--- src/rtl/multdiv_pkg.sv ---
// rtl/multdiv_pkg.sv - shared constants and encodings for the multiply/divide unit
package multdiv_pkg;

    localparam int WIDTH = 32;
    localparam int ITER  = 32;

    localparam logic [31:0] INT_MIN = 32'h8000_0000;

    typedef enum logic [1:0] {
        IDLE,
        RUN,
        DONE
    } state_t;

    typedef enum logic {
        OP_MULT,
        OP_DIV
    } op_t;

endpackage

--- src/rtl/alu_multdiv_unit_if.sv ---
// rtl/alu_multdiv_unit_if.sv - operand/control/result bundle of the multiply/divide unit
interface alu_multdiv_unit_if;
    import multdiv_pkg::*;

    logic [WIDTH-1:0] data_operandA;
    logic [WIDTH-1:0] data_operandB;
    logic             ctrl_MULT;
    logic             ctrl_DIV;
    logic [WIDTH-1:0] data_result;
    logic             data_exception;
    logic             data_resultRDY;

    modport master (
        output data_operandA, data_operandB, ctrl_MULT, ctrl_DIV,
        input  data_result, data_exception, data_resultRDY
    );

    modport slave (
        input  data_operandA, data_operandB, ctrl_MULT, ctrl_DIV,
        output data_result, data_exception, data_resultRDY
    );

endinterface

--- src/rtl/div_restoring_core.sv ---
// rtl/div_restoring_core.sv - unsigned restoring divider, one shift/subtract step per enable
module div_restoring_core (
    input  logic        clock,
    input  logic        reset,
    input  logic        load,
    input  logic        en,
    input  logic [31:0] dividend,
    input  logic [31:0] divisor,
    output logic [31:0] quotient_next
);

    logic [31:0] rem;
    logic [31:0] quo;
    logic [31:0] dvs;
    logic [32:0] partial;
    logic        fits;
    logic [31:0] rem_next;

    // Shift the next dividend bit into the remainder and subtract when the divisor fits;
    // the partial remainder needs 33 bits because it can reach 2*divisor-1 before the subtract.
    always_comb begin
        partial       = {rem, quo[31]};
        fits          = partial >= {1'b0, dvs};
        rem_next      = fits ? 32'(partial - {1'b0, dvs}) : partial[31:0];
        quotient_next = {quo[30:0], fits};
    end

    // Load magnitudes on start; otherwise advance one step per enable.
    always_ff @(posedge clock) begin
        if (reset) begin
            rem <= '0;
            quo <= '0;
            dvs <= '0;
        end else if (load) begin
            rem <= '0;
            quo <= dividend;
            dvs <= divisor;
        end else if (en) begin
            rem <= rem_next;
            quo <= quotient_next;
        end
    end

endmodule

--- src/rtl/alu_multdiv_unit.sv ---
// rtl/alu_multdiv_unit.sv - iterative signed 32-bit Booth multiply / restoring divide (divider under MULTDIV_DIV_EN)
module alu_multdiv_unit
    import multdiv_pkg::*;
#(
    parameter int WIDTH = multdiv_pkg::WIDTH,
    parameter int ITER  = multdiv_pkg::ITER
) (
    input  logic                clock,
    input  logic                reset,
    alu_multdiv_unit_if.slave   bus
);

    state_t           state;
    op_t              op;
    logic [4:0]       count;
    logic [WIDTH-1:0] mcand;
    logic [64:0]      booth;
    logic [64:0]      booth_next;
    logic [32:0]      acc;
    logic [32:0]      sum;
    logic [63:0]      product;
    logic             mult_exc;
    logic             start;
    logic             last;
    logic [31:0]      fin_result;
    logic             fin_exc;
    logic [31:0]      result_q;
    logic             exc_q;
    logic             rdy_q;

    assign start = bus.ctrl_MULT | bus.ctrl_DIV;
    assign last  = (state == RUN) && (count == 5'(ITER - 1));

    // One Booth step: add/subtract the multiplicand per {lo[0], q-1}, then arithmetic shift right.
    // The accumulator is 33 bits so subtracting INT_MIN cannot wrap.
    always_comb begin
        acc = {booth[64], booth[64:33]};
        unique case (booth[1:0])
            2'b01:   sum = acc + {mcand[31], mcand};
            2'b10:   sum = acc - {mcand[31], mcand};
            default: sum = acc;
        endcase
        booth_next = {sum, booth[32:1]};
        product    = booth_next[64:1];
        mult_exc   = !((&product[63:31]) || !(|product[63:31]));
    end

`ifdef MULTDIV_DIV_EN
    logic [31:0] abs_a;
    logic [31:0] abs_b;
    logic [31:0] quotient_next;
    logic        div_neg;
    logic        div_zero;
    logic        div_ovf;

    assign abs_a = bus.data_operandA[31] ? -bus.data_operandA : bus.data_operandA;
    assign abs_b = bus.data_operandB[31] ? -bus.data_operandB : bus.data_operandB;

    div_restoring_core u_div (
        .clock         (clock),
        .reset         (reset),
        .load          (bus.ctrl_DIV && !bus.ctrl_MULT),
        .en            (state == RUN && op == OP_DIV),
        .dividend      (abs_a),
        .divisor       (abs_b),
        .quotient_next (quotient_next)
    );

    // Special-case flags are captured with the operands; the core only sees magnitudes.
    always_ff @(posedge clock) begin
        if (reset) begin
            div_neg  <= 1'b0;
            div_zero <= 1'b0;
            div_ovf  <= 1'b0;
        end else if (start) begin
            div_neg  <= bus.data_operandA[31] ^ bus.data_operandB[31];
            div_zero <= bus.data_operandB == '0;
            div_ovf  <= (bus.data_operandA == INT_MIN) && (bus.data_operandB == '1);
        end
    end
`endif

    // Select the value latched on entry to DONE, applying divide sign and exception rules.
    always_comb begin
        fin_result = product[31:0];
        fin_exc    = mult_exc;
        if (op == OP_DIV) begin
`ifdef MULTDIV_DIV_EN
            if (div_zero) begin
                fin_result = '0;
                fin_exc    = 1'b1;
            end else if (div_ovf) begin
                fin_result = INT_MIN;
                fin_exc    = 1'b1;
            end else begin
                fin_result = div_neg ? -quotient_next : quotient_next;
                fin_exc    = 1'b0;
            end
`else
            fin_result = '0;
            fin_exc    = 1'b1;
`endif
        end
    end

    // Control FSM: a start in any state restarts; results update only when entering DONE.
    always_ff @(posedge clock) begin
        if (reset) begin
            state    <= IDLE;
            op       <= OP_MULT;
            count    <= '0;
            mcand    <= '0;
            booth    <= '0;
            result_q <= '0;
            exc_q    <= 1'b0;
            rdy_q    <= 1'b0;
        end else begin
            rdy_q <= 1'b0;
            if (start) begin
                state <= RUN;
                op    <= bus.ctrl_MULT ? OP_MULT : OP_DIV;
                count <= '0;
                mcand <= bus.data_operandA;
                booth <= {32'b0, bus.data_operandB, 1'b0};
            end else begin
                unique case (state)
                    RUN: begin
                        booth <= booth_next;
                        if (last) begin
                            state    <= DONE;
                            count    <= '0;
                            result_q <= fin_result;
                            exc_q    <= fin_exc;
                            rdy_q    <= 1'b1;
                        end else begin
                            count <= count + 5'd1;
                        end
                    end
                    DONE:    state <= IDLE;
                    default: state <= IDLE;
                endcase
            end
        end
    end

    assign bus.data_result    = result_q;
    assign bus.data_exception = exc_q;
    assign bus.data_resultRDY = rdy_q;

endmodule
--- src/flat_wrapper.sv ---
// flat-port wrapper written by rule: the top's interface ports become plain ports
module alu_multdiv_unit_flat import multdiv_pkg::*;
#(
    parameter int WIDTH = multdiv_pkg::WIDTH,
    parameter int ITER  = multdiv_pkg::ITER
)
  (clock, reset, bus_data_operandA, bus_data_operandB, bus_ctrl_MULT, bus_ctrl_DIV, bus_data_result, bus_data_exception, bus_data_resultRDY);
  alu_multdiv_unit_if bus_i ();
  input  logic clock;
  input  logic reset;
  input wire logic [$bits(bus_i.data_operandA)-1:0] bus_data_operandA;
  input wire logic [$bits(bus_i.data_operandB)-1:0] bus_data_operandB;
  input wire logic [$bits(bus_i.ctrl_MULT)-1:0] bus_ctrl_MULT;
  input wire logic [$bits(bus_i.ctrl_DIV)-1:0] bus_ctrl_DIV;
  output wire logic [$bits(bus_i.data_result)-1:0] bus_data_result;
  output wire logic [$bits(bus_i.data_exception)-1:0] bus_data_exception;
  output wire logic [$bits(bus_i.data_resultRDY)-1:0] bus_data_resultRDY;
  assign bus_i.data_operandA = bus_data_operandA;
  assign bus_i.data_operandB = bus_data_operandB;
  assign bus_i.ctrl_MULT = bus_ctrl_MULT;
  assign bus_i.ctrl_DIV = bus_ctrl_DIV;
  assign bus_data_result = bus_i.data_result;
  assign bus_data_exception = bus_i.data_exception;
  assign bus_data_resultRDY = bus_i.data_resultRDY;
  alu_multdiv_unit #(.WIDTH(WIDTH), .ITER(ITER)) u_core (.clock(clock), .reset(reset), .bus(bus_i));
endmodule
--- config.mk ---
export PLATFORM = sky130hd
export DESIGN_NAME = alu_multdiv_unit_flat
export DESIGN_NICKNAME = d
export VERILOG_FILES = /design/src/rtl/multdiv_pkg.sv /design/src/rtl/alu_multdiv_unit_if.sv /design/src/rtl/div_restoring_core.sv /design/src/rtl/alu_multdiv_unit.sv /design/src/flat_wrapper.sv
export SDC_FILE = /design/constraint.sdc
export NUM_CORES = 1
export LEC_CHECK = 0
export ABC_AREA = 1
export CAP_MARGIN = 20
export CORE_MARGIN = 4
export CORE_UTILIZATION = 35
export CTS_BUF_LIST = sky130_fd_sc_hd__clkbuf_4 sky130_fd_sc_hd__clkbuf_8
export DETAILED_ROUTE_END_ITERATION = 7
export PLACE_DENSITY = 0.63
export SETUP_SLACK_MARGIN = 0.02
export SYNTH_ARGS = -nofsm -noshare
export SYNTH_HDL_FRONTEND = slang
export SYNTH_HIERARCHICAL = 1
export SYNTH_SLANG_ARGS = --single-unit
--- constraint.sdc ---
create_clock -name clock -period 4.51 [get_ports clock]
set_clock_uncertainty 0.1 [all_clocks]
set_input_delay 0.6765 -clock clock [delete_from_list [all_inputs] [get_ports clock]]
set_output_delay 0.6765 -clock clock [all_outputs]
set_load 0.02 [all_outputs]
Word level (Yosys, flattened, before mapping):

Cells that the tools add are included.

* register bits after elaboration: 139
* input bits: 68
* output and inout port bits: 34
* word-level logic and storage cells: 42

* add/sub/neg operators: 3
* eq/ne operators: 5
* multiplexer cells: 11
* bitwise logic cells: 3
* reductions and logical operators: 10

Operators with widths (number)
* $mux 33: 2
* $pmux 33 s2: 1
* $add 32x32->33: 1
* $reduce_and 33->1: 1
* $reduce_or 33->1: 1
* $sub 32x32->33: 1
* $mux 32: 1
* $mux 1: 6
* $add 5x1->5 const B: 1
* $eq 5x5->1 const B: 1
* $mux 5: 1
* $eq 2x1->1 const B: 2
* $ne 3x1->1 const B: 1
* $reduce_and 3->1: 1
* $reduce_or 3->1: 1
* $eq 2x2->1 const B: 1
* $logic_not 1->1: 2
* $not 1->1: 2
* $reduce_bool 2->1: 1
* $reduce_or 2->1: 1
* $logic_and 1x1->1: 1
* $logic_or 1x1->1: 1
* $or 1x1->1: 1

Logic depth before layout (Yosys ltp):

* word-level depth: 7
* gate-level depth with buffers: 34
* mapped depth without buffers: 34

Worst setup path after synthesis:

OpenSTA, ideal clock, no wires.

* path kind: register to register
* start point: register u_core.mcand[0]
* end point: register u_core.exc_q (netlist: u_core/bus.data_exception)
* library setup time: 0.109 ns
* data arrival time: 3.288 ns
* data required time: 4.301 ns
* slack: 1.014 ns
* stages on the path, launching flop included: 33
* path buffers: 0
* period minus slack after synthesis: 3.496 ns
* cell sequence: dfxtp_1 inv_1 ha_1 nand2_1 nor2_2 nand3_2 nor2_4 nand3_2 nor3_1 inv_1 nor2_2 inv_2 nor2_4 a21oi_1 xor2_1 ha_1 nand2_1 nor2_1 nand2_1 nor2_1 nand2_1 nand2_1 nand2_1 nand3_1 nand2_1 nor2_1 nand2_1 nor2_1 nand3_1 nand2_1 nand3_1 nand2_1 inv_1

* cells in the longest elaborated chain, start to end: 7
* elaborated cells between the ends (all ways): 9
* those cells by class: add/sub: 2; mux: 2; reduce/logical: 5

RTL lines
* from (decl): RTL line alu_multdiv_unit.sv:16 `logic [WIDTH-1:0] mcand;`
* from (signal assigned): RTL line alu_multdiv_unit.sv:123 `mcand <= bus.data_operandA;`
* $sub 32x32->33 / $add 32x32->33 (equally long branches): RTL line alu_multdiv_unit.sv:40, alu_multdiv_unit.sv:39
* $pmux 33 s2 *: RTL line alu_multdiv_unit.sv:38 `unique case (booth[1:0])`
* $reduce_or 33->1: RTL line alu_multdiv_unit.sv:45 `mult_exc = !((&product[63:31]) || !(|product[63:31]));`
* $logic_not 1->1: RTL line alu_multdiv_unit.sv:45
* $logic_or 1x1->1 *: RTL line alu_multdiv_unit.sv:45
* $logic_not 1->1 *: RTL line alu_multdiv_unit.sv:45
* $mux 1 *: RTL line alu_multdiv_unit.sv:87 `if (op == OP_DIV) begin`
* to (signal assigned): RTL line alu_multdiv_unit.sv:133 `exc_q <= fin_exc;`
* to (decl): RTL line alu_multdiv_unit.sv:28 `logic exc_q;`

Mark *: on every way between the ends. The rest lies on a longest branch, timed or not.
A chain may end at the register's enable or synchronous reset.

Final worst setup path:

Same ends and word-level chain as after synthesis.

==> flow_metrics.py <==
metrics = {
    "setup_path": {
        "slowest_stage": "ha_2",
        "worst-r2r-setup-slack_ns": 0.27,
        "crit_required_ns": 4.76,
        "critPathMaxFanout": 4,
        "cpPeakStageDelay_ns": 0.38,
        "timing.rr.start": "u_core/mcand[0]",
        "reg2reg_depth": 31,
        "crit_path_end_kind": "flop",
        "critPathKind": "flop to flop",
        "cp_data_arrival_time_ns": 4.49,
        "r2r-end": "u_core/bus.data_exception",
        "crit_top_cell": "nand2_1",
        "start_kind": "flop",
    },
    "floorplan": {
        "ios": 102,
        "die_h_um": 172.8,
        "rows": 60,
        "die_w_um": 172.8,
        "core_area_um2": 26800,
        "initial_utilization_pct": 35.46,
        "fp.dieArea_um2": 29850,
    },
    "global_route": {
        "grt_pass1_vias": 9212,
        "grt_pass1_wl_um": 46820,
        "grt_max_degree": 53,
        "grtUsageTotal_pct": 18.86,
        "antenna_found_initial": 0,
        "grt-ovfl-total": 0,
    },
    "job": {
        "cap_violations": 0,
    },
    "synthesis": {
        "ys_seq_area_share_pct": 29.28,
        "synth.distinct_cells": 44,
        "syn-cell-area_um2": 9504,
        "yosys_register_bits": 139,
        "syn_nets": 1665,
        "synth_warnings": 6,
        "syn-instance-count": 1560,
        "postSynthAreaPerCell_um2": 6.092,
        "async_flop_share_pct": 0,
        "synth_edf_count": 0,
        "synth_flop_cell": "dfxtp_1",
    },
    "timing": {
        "hold-worst-slack_ns": 0.3645,
        "fmax_ghz": 0.2357,
        "hold_violations": 0,
        "min_period_over_period_pct": 94.08,
        "tightest_slew_ns": 0.9334,
        "fin_ws_ns": 0.2672,
        "setup_viol": 0,
        "slew_headroom_pct": 37.55,
        "period_needed_ns": 4.243,
        "slew_viol_final": 0,
    },
    "power": {
        "swShare_pct": 34.15,
        "p_int_w": 0.002071,
        "clockPowerShare_pct": 33.9,
        "power.switching_w": 0.001074,
        "power_frac_comb_pct": 24.3,
        "p_seq_share_pct": 41.8,
        "ir_drop_mv": 0.1856,
        "leakagePower_nw": 5.840,
        "p_per_area_nw_per_um2": 274.1,
    },
    "place": {
        "gp_congestion": 0.8672,
        "dp_hpwl_um": 22070,
        "place_ws_ns": 0.2062,
        "port_buffers": 101,
    },
    "clocking": {
        "cts_tree": "yes",
        "cts_made_buffers": 17,
        "clock_path_buffers": 2,
        "clk_latency_ns": 0.45,
        "ctsHtreeMaxLevel": 4,
        "cts_sinks": 139,
        "cts_root_buffer": "clkbuf_8",
        "clkTransAtPathRegs_ns": 0.09,
    },
    "finish": {
        "ff_latch_area_um2": 2783,
        "drive_gt1_share_pct": 8.735,
        "area_growth_pct": 20.74,
        "layout.nets": 1752,
        "fin_util_pct": 42.82,
        "multi_input_area_um2": 5525,
        "n_antenna_cell": 0,
        "fillCellCount": 2824,
    },
    "routing": {
        "drc": 0,
        "drtIter0Drc": 618,
        "vias_per_cell": 4.867,
        "finalWirelength_um": 28750,
        "drtAntennaViolNets": 0,
        "vias": 9738,
        "wl_per_cell_um": 14.37,
        "drt-pass1-iter-count": 7,
    },
    "worst_hold_path": {
        "min_to": "u_core/booth[0]",
        "hold_depth": 2,
        "hold_class": "flop to flop",
        "hp-start": "u_core/booth[0]",
    },
    "status": {
        "status": "finished, final reports clean",
    },
}
## metrics by stage
| stage | total power (W) | instance area (um2) | TNS (ns) | instances |
|---|---|---|---|---|
| detailed placement | 0.002067 | 10830 | 0 | 1960 |
| floorplan | 0.001842 | 9504 | 0 | 1560 |
| CTS | 0.003139 | 11250 | 0 | 1992 |
| global route | 0.003340 | 11470 | -0.05554 | 2001 |
| global placement | 0.002061 | 10820 | 0 | 1959 |
| finish | 0.003145 | 11470 | 0 | 2001 |
## flip-flops by register name, summed over array words and instances, names as in the netlist
signal                     cells
u_core/booth                  65
u_core/state                   2
u_core/bus.data_resultRDY      1
u_core/count                   5
u_core/bus.data_exception      1
u_core/bus.data_result        32
u_core/mcand                  32
u_core/op                      1
## cell families (layout without fill, tap and decap cells)
group           after synthesis  in the layout  share of synthesized area, %
simple gates                770            770                         34.97
fa+ha+maj                    37             37                         4.950
flops                       139            139                         29.28
compound gates              222            222                         13.53
buf+inv                     360            460                         14.32
xor+xnor                     32             32                         2.949
## worst max-delay path, delay by kind of cell (launching register included)
kind | cells | cell delay, ns
and+or+nand+nor | 22 | 2.28
DFF | 1 | 0.33
xor gates and xnor gates | 1 | 0.35
adders and majority gates | 2 | 0.55
AOI/OAI and AO/OA | 2 | 0.25
buffers and inverters | 4 | 0.28
## cell usage in the layout (no fill, tap or decap), types with 6 or more instances in the layout
cell type and count:
a21oi_1 45, a21oi_2 9, a22oi_1 21, buf_4 20
clkbuf_8 17, clkdlybuf4s50_1 101, dfxtp_1 139, ha_1 33
inv_1 293, inv_2 11, inv_6 6, nand2_1 417
nand2_2 22, nand3_1 106, nand3_2 10, nand3b_1 11
nand4_1 10, nor2_1 144, nor2_2 14, nor2_4 7
nor3_1 11, o211ai_1 9, o21ai_0 96, o21ai_1 6
o31ai_1 26, xnor2_1 8, xor2_1 23
## how the worst max path moves through the flow
| stage | cells after the start | from | to | slack [ns] |
|---|---|---|---|---|
| after global routing | 28 | u_core/mcand[3] | u_core/bus.data_exception | -0.06 |
| after CTS | 30 | u_core/mcand[0] | u_core/bus.data_exception | 0.18 |
| after floorplan | 32 | u_core/mcand[0] | u_core/bus.data_exception | 1.01 |
| after detailed placement | 32 | u_core/mcand[0] | u_core/bus.data_exception | 0.21 |
| final | 31 | u_core/mcand[0] | u_core/bus.data_exception | 0.27 |
| after global placement | 32 | u_core/mcand[0] | u_core/bus.data_exception | 0.22 |
## power groups by stage
stage	clock network [W]	registers, W	logic [W]
floorplan	0	0.00133	0.000512
global placement	0	0.00134	0.000721
detailed placement	0	0.00134	0.000726
CTS	0.00110	0.00131	0.000731
global route	0.00116	0.00132	0.000861
finish	0.00107	0.00131	0.000764
## final cells by class
type | count | share of cell area, %
flip-flops and latches | 139 | 24.25
repair buffers | 122 | 10.25
well taps | 341 | 3.718
clock inverters | 15 | 1.581
clock buffers | 17 | 2.039
inverters | 306 | 10.01
multi-input cells | 1061 | 48.15
## cells in the mapped netlist (2+ instances only)
cell	instances	area share [%]
nand4_2	2	0.26
nor3_1	12	0.63
nor3_4	2	0.34
o21ai_1	6	0.32
nand3_1	108	5.7
nor2_4	3	0.36
nor2_1	153	6.0
or2_1	2	0.13
nand2_2	15	0.99
buf_1	8	0.32
a21oi_1	51	2.7
dfxtp_1	139	29
or2_2	3	0.20
nand3b_1	11	0.87
xnor2_1	8	0.74
xor2_1	24	2.2
nand4_1	10	0.66
o211ai_1	9	0.71
nand3_2	8	0.84
a31oi_1	3	0.20
inv_2	8	0.32
inv_1	296	12
buf_2	5	0.26
o31ai_1	26	2.1
nand2_1	425	17
o21ai_0	96	5.1
nor2_2	9	0.59
a22oi_1	21	1.7
clkinv_1	2	0.079
nor4_1	3	0.20
clkbuf_1	40	1.6
ha_1	36	4.7
a21oi_2	5	0.46
## routing by layer
metal | vias up | part of all wire [%] | GRT usage [%]
met5 | - | 0 | 0
met4 | 0 | 2.4 | 5.554
met3 | 41 | 6.1 | 4.700
met2 | 239 | 46 | 31.62
met1 | 4420 | 45 | 24.13
li1 | 5038 | - | -
## repair_timing
action | CTS | global route
gates resized for setup | 0 | 41
endpoints found under the hold margin | 0 | 0
buffers inserted | 0 | 9
hold buffers | 0 | 0
setup endpoints to repair | 0 | 1
Note: power is estimated with default switching activity, not from simulation.
